[src/rtl/icache.sv]
// ============================================================================
//  Module   : icache
//  Purpose  : Direct-mapped, read-only instruction cache. Serves datapath
//             fetches with a zero-latency hit; on a miss it performs a
//             one-word read from the memory controller, fills the frame
//             and then hits.
//  Ports    : CLK, nRST          clock (rising edge), async active-low reset
//             imemREN, imemaddr  datapath fetch request / byte address
//             ihit, imemload     hit flag / instruction word (0 on no hit)
//             iREN, iaddr        memory read request / word address
//             iwait, iload       memory busy / memory read data
//  Revision : 1.0  initial release
// ============================================================================
`default_nettype none

module icache #(
  parameter int SETS = 16
) (
  input  logic        CLK,
  input  logic        nRST,
  input  logic        imemREN,
  input  logic [31:0] imemaddr,
  output logic        ihit,
  output logic [31:0] imemload,
  output logic        iREN,
  output logic [31:0] iaddr,
  input  logic        iwait,
  input  logic [31:0] iload
);

  localparam int IDX  = $clog2(SETS);
  localparam int TAGW = 32 - IDX - 2;

  typedef enum logic [0:0] {
    IDLE  = 1'b0,
    FETCH = 1'b1
  } state_t;

  state_t            r_state;
  state_t            w_next_state;
  logic [31:0]       r_miss_addr;
  logic [SETS-1:0]   r_valid;
  logic [TAGW-1:0]   r_tag  [SETS];
  logic [31:0]       r_data [SETS];

  logic [IDX-1:0]    w_index;
  logic [TAGW-1:0]   w_tag;
  logic [IDX-1:0]    w_miss_index;
  logic [TAGW-1:0]   w_miss_tag;
  logic              w_hit;
  logic              w_fill;
  logic              w_unused;

  assign w_index      = imemaddr[IDX+1:2];
  assign w_tag        = imemaddr[31:IDX+2];
  assign w_miss_index = r_miss_addr[IDX+1:2];
  assign w_miss_tag   = r_miss_addr[31:IDX+2];
  // Byte offset plays no part in a word-granular lookup.
  assign w_unused     = ^imemaddr[1:0];

  // Hits are only reported from IDLE so ihit and iREN are never both high.
  assign w_hit    = imemREN & r_valid[w_index] & (r_tag[w_index] == w_tag)
                    & (r_state == IDLE);
  assign ihit     = w_hit;
  assign imemload = w_hit ? r_data[w_index] : 32'h0;

  always_ff @(posedge CLK or negedge nRST) begin
    if (!nRST) begin
      r_state     <= IDLE;
      r_miss_addr <= 32'h0;
    end else begin
      r_state <= w_next_state;
      // The refill always targets this latched address, so the datapath may
      // change or drop its request while the fill is in flight.
      if (r_state == IDLE && imemREN && !w_hit)
        r_miss_addr <= {imemaddr[31:2], 2'b00};
    end
  end

  always_comb begin
    w_next_state = r_state;
    iREN         = 1'b0;
    iaddr        = 32'h0;
    w_fill       = 1'b0;
    case (r_state)
      IDLE: begin
        if (imemREN && !w_hit)
          w_next_state = FETCH;
      end
      FETCH: begin
        iREN  = 1'b1;
        iaddr = r_miss_addr;
        if (!iwait) begin
          w_fill       = 1'b1;
          w_next_state = IDLE;
        end
      end
      default: w_next_state = IDLE;
    endcase
  end

  // Valid bits are the only array state that needs reset; a reset during a
  // fill simply discards it because the valid bit is never set.
  always_ff @(posedge CLK or negedge nRST) begin
    if (!nRST)
      r_valid <= '0;
    else if (w_fill)
      r_valid[w_miss_index] <= 1'b1;
  end

  always_ff @(posedge CLK) begin
    if (w_fill) begin
      r_tag[w_miss_index]  <= w_miss_tag;
      r_data[w_miss_index] <= iload;
    end
  end

endmodule

`default_nettype wire

[config.mk]
export PLATFORM = sky130hd
export DESIGN_NAME = icache
export DESIGN_NICKNAME = d
export VERILOG_FILES = /design/src/rtl/icache.sv
export SDC_FILE = /design/constraint.sdc
export NUM_CORES = 1
export LEC_CHECK = 0
export BUFFER_PORTS_ARGS = -buffer_cell sky130_fd_sc_hd__buf_2
export CAP_MARGIN = 20
export CORE_MARGIN = 2
export CORE_UTILIZATION = 30
export DETAILED_ROUTE_END_ITERATION = 6
export PLACE_DENSITY_LB_ADDON = 0.12
export SKIP_LAST_GASP = 1
export SYNTH_ARGS = -nofsm -noshare
export SYNTH_HDL_FRONTEND = slang
export SYNTH_SLANG_ARGS = --single-unit
[constraint.sdc]
create_clock -name CLK -period 8.21 [get_ports CLK]
set_clock_uncertainty 0.1 [all_clocks]
set_input_delay 1.2315 -clock CLK [delete_from_list [all_inputs] [get_ports CLK]]
set_output_delay 1.2315 -clock CLK [all_outputs]
set_load 0.05 [all_outputs]
==> results of run 1 <==
-- cells by family after synthesis --
family / after synthesis / share of synthesized area
xor gates and xnor gates: 30 / 0.006900
buffers and inverters: 93 / 0.01340
DFF: 975 / 0.7626
and+or+nand+nor: 164 / 0.02435
muxes: 357 / 0.1835
other: 1 / 0.00009847
AOI/OAI and AO/OA: 45 / 0.009102
-- layout make-up --
type                    instances  area [sq um]
multi-input cells             598          8642
fillers                     11640         81500
inverters                       5         21.27
clock inverters                50         440.4
flip-flops and latches        975         29040
well taps                    1650          2064
clock buffers                 145          2890
diodes                          3         7.507
repair buffers                184          1122
-- per-stage QoR --
stage / utilization / hold WS, ns / instance area [sq um]
2_1_floorplan: - / 0.3337 / 38090
3_3_place_gp: 0.3251 / 0.3452 / 40870
3_5_place_dp: 0.3252 / 0.3554 / 40890
4_1_cts: 0.3517 / 0.3675 / 44220
5_1_grt: 0.3517 / 0.3796 / 44220
6_report: 0.3518 / 0.3629 / 44230
-- cells in the final DEF (no fill, tap or decap), types with 10 or more instances in the layout --
master / instances
mux4_2: 248
buf_2: 126
clkinv_2: 13
xnor2_1: 19
nor2b_1: 36
clkbuf_16: 107
dfrtp_1: 46
edfxtp_1: 928
clkinv_1: 24
nor2_4: 12
buf_4: 52
clkbuf_1: 31
nor2_1: 10
or2_2: 16
mux2i_1: 67
nand2_1: 21
and2_1: 32
xor2_1: 11
mux4_1: 10
mux2_4: 29
-- power groups by stage --
| stage | Combinational, mW | Sequential (mW) | Clock [mW] |
|---|---|---|---|
| global placement | 0.886 | 6.03 | 0 |
| finish | 0.867 | 5.95 | 4.62 |
| detailed placement | 0.894 | 6.06 | 0 |
| floorplan | 0.583 | 5.98 | 0 |
| CTS | 0.897 | 5.95 | 4.75 |
| global route | 0.933 | 5.98 | 4.94 |
-- worst max-delay path by stage --
stage | depth (start not counted) | endpoint
floorplan | 4 | r_valid[0]
global placement | 10 | imemload[31]
detailed placement | 10 | imemload[31]
CTS | 11 | imemload[31]
global route | 11 | imemload[31]
finish | 10 | imemload[31]
-- Yosys cell counts (5+ instances only) --
library cell    n  share of area
mux4_1         10         0.0069
edfxtp_1      928           0.73
mux4_2        248           0.15
buf_6          12         0.0035
mux2_4         29          0.011
a22oi_1         6         0.0012
xnor2_1        19         0.0044
buf_4           9         0.0018
or2_2          16         0.0026
a22o_1          5         0.0011
and2_1         32         0.0053
o21ai_0         7        0.00092
xor2_1         11         0.0025
dfrtp_1        47          0.031
nor3_1         11         0.0014
mux2i_1        67          0.018
nand2_1        21         0.0021
nand4_1         6        0.00099
clkbuf_1       34         0.0034
nor2b_1        36         0.0059
buf_2          30         0.0039
nor2_1         22         0.0022
-- worst register-to-register path, delay by kind of cell (launching register included) --
family | cells | cell delay, ns
buffers and inverters | 1 | 0.33
flip-flops | 1 | 0.35
XOR/XNOR | 1 | 0.20
AO/OA/AOI/OAI | 1 | 0.72
multiplexers | 3 | 1.41
AND/OR/NAND/NOR | 2 | 0.86
-- metal layers --
| metal | global-route usage | share of wire |
|---|---|---|
| met1 | 0.2176 | 0.45 |
| met2 | 0.2572 | 0.49 |
| met3 | 0.02942 | 0.044 |
| met4 | 0.03221 | 0.018 |
| met5 | 0 | 0.00097 |
-- state kept, by name (all words and copies together) (netlist names) --
register / cells
r_miss_addr: 30
r_data: 512
r_state: 1
r_valid: 16
r_tag: 416
==> flow_summary.ini, run 1 <==
[die]
ios = 134
initial_core_util = 0.3029
dieHeight_microns = 360.3
dieArea_sq_um = 129800
coreArea_sq_um = 125700
die_w_microns = 360.3
core.rowCount = 130

[sta]
max_slew_margin = 0.3190
post-route-min-period_ns = 6.939
slew_violations = 0
fmax_ghz = 0.1441
post-route-period-util = 0.8452
rsz0062_at_grt = false
worstMarginPinSlew_ns = 1.019
hold_viol_final = 0
setup_violations = 0
fin_tns_setup_ns = 0
layout_setup_ws_ns = 1.271

[detailed_routing]
drc = 0
antenna_left = 0
wl_per_cell_microns = 28.14
drtIter0Drc = 1343
vias = 17730
avgViaCountPerCell = 4.911
first_pass_iters = 6
wl_mm = 101.6

[finish]
fin_cells = 3610
nNetsFinal = 1938
area_growth_pct = 16.15
drive_gt1_frac = 0.3291

[yosys]
synth_edf_count = 928
synth.distinct_cells = 56
async_reset_ff_frac = 0.04821
yosys_warnings = 0
ys_ff_latch = 975
syn_inst = 1665
synthFlopType = edfxtp_1
syn_area_per_cell_sq_um = 22.87
ys_seq_area_frac = 0.7626
synth_area_sq_um = 38080

[global_route]
gr-total-overflow = 0
grt_pass1_vias = 19190
grt_pass1_wl_mm = 144.8
antenna_found_initial = 16
grtUsageTotal = 0.1567
grt_max_degree = 78

[pwr]
power_frac_comb = 0.076
p_switching_mw = 2.659
p_per_area_nw_per_um2 = 258.6
leakage_nw = 14.34
p_clk_frac = 0.404
intPower_mw = 8.778
finalPower_mw = 11.44
seqPwrFrac = 0.520
p_sw_frac = 0.2325
ir_worst_vdd_mv = 0.1452

[critical_path]
worstRegToRegCells = 8
worstPathMaxFanout = 60
slowest_delay_ns = 0.70
critPathLaunchType = input port
crit_required_ns = 6.88
reg2reg_to = r_miss_addr[31]
worst-setup-path-type = in2out
crit_arrival_ns = 5.61
worstSetupStartpoint = imemaddr[4]
r2r_start = r_tag[3][7]
cp_top_family = simple AND/OR/NAND/NOR gates
end_kind = output port
cp.buffers_inverters = 3
path_cells = buf_6, buf_4, mux4_2, o211ai_1, a31oi_1, nor4_1, nand4_1, or3_4, nor2b_1, buf_2
r2r_slack_ns = 4.13
cp_slowest_cell = or3_4

[placement]
gp_congestion = 0.7026
dp.cells = 3412
place_hpwl_mm = 54.49
post-place-ws_ns = 1.139
port_buffers = 129

[flow_run]
maxCapViolations = 0

[cts]
clkTransAtPathRegs_ns = 0.06
cts_root_buf = clkbuf_16
cts.path.max_buffers = 3
clkLatencyLatePin_ns = 0.68
cts.sinks = 975
post_cts.repair.setup_buffers = 0
cts_buffers = 106
cts_resized = 0
holdBufCountCts = 0
h-tree-depth = 3
tritoncts = done

[hold_path]
hp-start = r_valid[1]
hold_end = r_valid[1]
hold_path_depth = 1
hold_class = reg2reg

[status]
outcome = finished clean
Note: power is estimated with default switching activity, not from simulation.
==> run 2, diff against run 1 <==
clock period = 7 ns   (was 8.21 ns; I/O delays follow)
==> run 2 against run 1 <==
Sequential power up 17%. Worst hold slack better by 0.0031 ns. Core utilization up 0.37 points.
==> flow_summary.ini, run 2 (synthesized netlist as in run 1, its figures left out) <==
[pwr]
p_per_area_nw_per_um2 = 310.2
finalPower_mw = 13.86
leakage_nw = 14.56
ir_worst_vdd_mv = 0.1945

[sta]
hold_viol_final = 0
slew_violations = 0
rsz0062_at_grt = false
setup_violations = 0
post-route-period-util = 0.8777
post-route-min-period_ns = 6.144
max_slew_margin = 0.2700
fmax_ghz = 0.1628
worstMarginPinSlew_ns = 1.095
fin_tns_setup_ns = 0

[cts]
clkTransAtPathRegs_ns = 0.06
cts_buffers = 106
tritoncts = done
holdBufCountCts = 0
cts.path.max_buffers = 3
h-tree-depth = 3
cts.sinks = 975
cts_root_buf = clkbuf_16
clkLatencyLatePin_ns = 0.68
post_cts.repair.setup_buffers = 0
cts_resized = 0

[global_route]
grt_pass1_wl_mm = 144.0
antenna_found_initial = 16
grt_pass1_vias = 18980
gr-total-overflow = 0
grtUsageTotal = 0.1557
grt_max_degree = 65

[die]
ios = 134
die_w_microns = 360.3
coreArea_sq_um = 125700
initial_core_util = 0.3029
dieArea_sq_um = 129800
dieHeight_microns = 360.3
core.rowCount = 130

[critical_path]
end_kind = output port
r2r_slack_ns = 3.32
worst-setup-path-type = in2out
crit_arrival_ns = 4.99
worstRegToRegCells = 8
r2r_start = r_tag[3][0]
worstPathMaxFanout = 50
reg2reg_to = r_miss_addr[25]
critPathLaunchType = input port
crit_required_ns = 5.85

[detailed_routing]
wl_per_cell_microns = 28.05
drc = 0
drtIter0Drc = 1336
first_pass_iters = 5
avgViaCountPerCell = 4.883
wl_mm = 101.4
antenna_left = 0
vias = 17650

[flow_run]
maxCapViolations = 0

[finish]
largest-register = r_data
layout_common_cells = edfxtp_1 (928), mux4_2 (248), buf_2 (126)
largest_reg_flops = 512
area_growth_pct = 17.36
final_common_cell = edfxtp_1
nNetsFinal = 1941
reg.largest.list = r_data: 512 flops, r_tag: 416 flops, r_miss_addr: 30 flops
drive_gt1_frac = 0.3428

[hold_path]
hold_path_depth = 1
hold_end = r_valid[2]
hp-start = r_valid[2]
hold_class = reg2reg

[placement]
port_buffers = 129
place_hpwl_mm = 53.78
gp_congestion = 0.7019

[status]
outcome = finished clean
[run 2: cell types whose count changed in the layout (fill, tap and decap cells not counted), sizes merged]
cell / delta
bufinv: +8
clkinv: -7
buf: +3
clkinvlp: +3
inv: -3
clkbuf: +2
diode: -1
[run 2: report_power, final]
group	total, mW	switching (mW)	internal (mW)
clock network	5.86	2.31	3.55
registers	6.98	0.226	6.75
logic	1.03	0.613	0.413
total	13.9	3.15	10.7
[run 2: final cells by class]
| class | count | area [sq um] |
|---|---|---|
| Inverter | 5 | 21.27 |
| Fill cell | 11620 | 81040 |
| Antenna cell | 2 | 5.005 |
| Sequential cell | 975 | 29040 |
| Timing Repair Buffer | 187 | 1227 |
| Multi-Input combinational cell | 598 | 8642 |
| Clock inverter | 51 | 676.9 |
| Clock buffer | 147 | 3010 |
| Tap cell | 1650 | 2064 |
[run 2: how the worst max path moves through the flow]
stage | start | endpoint | cells after the start
finish | imemaddr[2] | imemload[16] | 12
global route | imemaddr[2] | imemload[16] | 12
CTS | imemaddr[2] | imemload[16] | 12
detailed placement | imemaddr[2] | imemload[16] | 12
global placement | imemaddr[2] | imemload[31] | 11
floorplan | iwait | r_valid[0] | 4
[run 2: through the flow]
stage            util  worst slack [ns]  cell area [sq um]  hold WS [ns]  std cells
2_1_floorplan       -            0.7676              38090        0.3337       1666
3_3_place_gp   0.3259            0.7549              40970        0.3456       3414
3_5_place_dp   0.3261            0.7487              41000        0.3503       3415
4_1_cts        0.3554            0.7289              44690        0.3652       3613
5_1_grt        0.3554            0.5785              44690        0.3856       3613
6_report       0.3554            0.8561              44690        0.3660       3615
[run 2: routing by layer]
layer  track usage  vias to the layer above  wire length (microns)
li1              -                     7402                      -
met1        0.2131                     9720                  45600
met2        0.2586                      378                  49510
met3       0.02877                      141                   4416
met4       0.03337                       12                   1791
met5             0                        -                     69
[run 2: critical path: stages]
cell and delay, ns:
buf_8 0.45, buf_4 0.35, mux4_2 0.53, mux2i_1 0.15, mux2i_1 0.11, xnor2_1 0.30, nand4_1 0.18, or4_4 0.59
or3_4 0.51, buf_12 0.22, nor2b_1 0.17, buf_2 0.29
==> run 3, diff against run 2 <==
==> constraint.sdc (replaced) <==
create_clock -name CLK -period 5.4 [get_ports CLK]
set_clock_uncertainty 0.1 [all_clocks]
set_input_delay 0.81 -clock CLK [delete_from_list [all_inputs] [get_ports CLK]]
set_output_delay 0.81 -clock CLK [all_outputs]
set_load 0.02 [all_outputs]
==> run 3 against run 2 <==
Clock power rose by 26%. Power rose by 27%. Sequential power rose by 30%. Die area did not move. Global-route usage rose by 0.10 points. Clock-buffer cell count fell by 7. Non-clock buffer count rose by 39. Largest power group unchanged.
==> flow_summary.ini, run 3 (synthesized netlist as in run 1, its figures left out) <==
[pwr]
leakage_nw = 14.77
ir_worst_vdd_mv = 0.2829
finalPower_mw = 17.67
p_per_area_nw_per_um2 = 392.0

[critical_path]
crit_arrival_ns = 4.28
worstSetupStartpoint = imemaddr[3]
r2r_start = r_tag[2][7]
worst-setup-path-type = in2out
worstPathMaxFanout = 39
end_kind = output port
critPathLaunchType = input port
crit_required_ns = 4.49

[detailed_routing]
antenna_left = 0
vias = 17900
wl_mm = 101.4
first_pass_iters = 5
drc = 0
wl_per_cell_microns = 27.76
drtIter0Drc = 1306
avgViaCountPerCell = 4.897

[hold_path]
hold_class = in2async

[sta]
slew_violations = 0
fin_tns_setup_ns = 0
fmax_ghz = 0.1928
hold_viol_final = 0
worstMarginPinSlew_ns = 1.041
max_slew_margin = 0.3042
post-route-min-period_ns = 5.187
rsz0062_at_grt = false
post-route-period-util = 0.9605
setup_violations = 0
whs_ns = 0.2471

[die]
core.rowCount = 130
initial_core_util = 0.3029
dieArea_sq_um = 129800
dieHeight_microns = 360.3
ios = 134
coreArea_sq_um = 125700
die_w_microns = 360.3

[finish]
largest_reg_flops = 512
drive_gt1_frac = 0.3535
area_growth_pct = 18.34
nNetsFinal = 1981
largest-register = r_data
fin_util = 0.3584
layout_common_cells = edfxtp_1 (928), mux4_2 (248), buf_2 (125)
final_common_cell = edfxtp_1
final_area_sq_um = 45070
reg.largest.list = r_data: 512 flops, r_tag: 416 flops, r_miss_addr: 30 flops

[flow_run]
maxCapViolations = 0

[cts]
post_cts.repair.setup_buffers = 0
h-tree-depth = 3
clkLatencyLatePin_ns = 0.67
tritoncts = done
cts_buffers = 107
clkTransAtPathRegs_ns = 0.06
cts.path.max_buffers = 3
cts_root_buf = clkbuf_16
cts.sinks = 975

[global_route]
grt_pass1_wl_mm = 144.8
grt_max_degree = 73
grtUsageTotal = 0.1567
grt_pass1_vias = 19250
antenna_found_initial = 14
gr-total-overflow = 0

[placement]
gp_congestion = 0.6953
port_buffers = 129
place_area_sq_um = 41460
place_hpwl_mm = 53.67

[status]
outcome = finished clean
-- run 3: cell types whose count changed in the layout (fill, tap and decap cells not counted), sizes merged --
cell    before  now
inv          7   10
diode        2    1
clkbuf     147  142
clkinv      31   39
buf        187  224
bufinv      15   12
-- run 3: final timing paths --
kind                              endpoint  cells past startpoint  slack, ns
max                            imemload[0]                     14       0.21
min                         r_miss_addr[8]                      2       0.25
max reg2reg                r_miss_addr[31]                      9       1.81
min reg2reg                    r_valid[10]                      1       0.37
max in group asynchronous  r_miss_addr[27]                      2       4.39
min in group CLK           r_miss_addr[29]                      2       0.30
-- run 3: power breakdown --
group	switching [mW]	leakage, nW	total (mW)	internal (mW)
Sequential	0.303	8.91	9.05	8.75
Combinational	0.697	4.11	1.25	0.558
Clock	2.98	1.75	7.36	4.38
-- run 3: cell type report --
cell class,instances,area (sq um)
Antenna cell,1,2.502
Clock buffer,140,2923
Clock inverter,59,635.6
Fill cell,11640,80670
Inverter,5,21.27
Multi-Input combinational cell,598,8667
Sequential cell,975,29040
Tap cell,1650,2064
Timing Repair Buffer,226,1710
-- run 3: timing repair --
item	4_1_cts	5_1_grt
hold buffers	0	0
resized for setup	0	5
endpoints found under the setup margin	0	24
-- run 3: critical path, stage by stage --
cell and delay [ns]:
buf_8 0.30, buf_12 0.33, mux4_2 0.36, nor3_1 0.24
nor3_1 0.08, mux2_2 0.29, nor4_1 0.41, buf_4 0.18
nand4_1 0.10, or3_4 0.40, buf_12 0.18, nor2b_1 0.21
buf_4 0.17, buf_2 0.16
-- run 3: metal layers --
| layer | share of wire | GRT usage |
|---|---|---|
| met5 | 0.00083 | 0 |
| met4 | 0.018 | 0.03328 |
| met3 | 0.039 | 0.02615 |
| met2 | 0.48 | 0.2506 |
| met1 | 0.47 | 0.2250 |
-- run 3: stage by stage --
step,setup WS [ns],std cells
2_1_floorplan,0.7941,1666
3_3_place_gp,0.006439,3453
3_5_place_dp,0.06446,3453
4_1_cts,0.04347,3652
5_1_grt,0.008517,3653
6_report,0.2133,3654
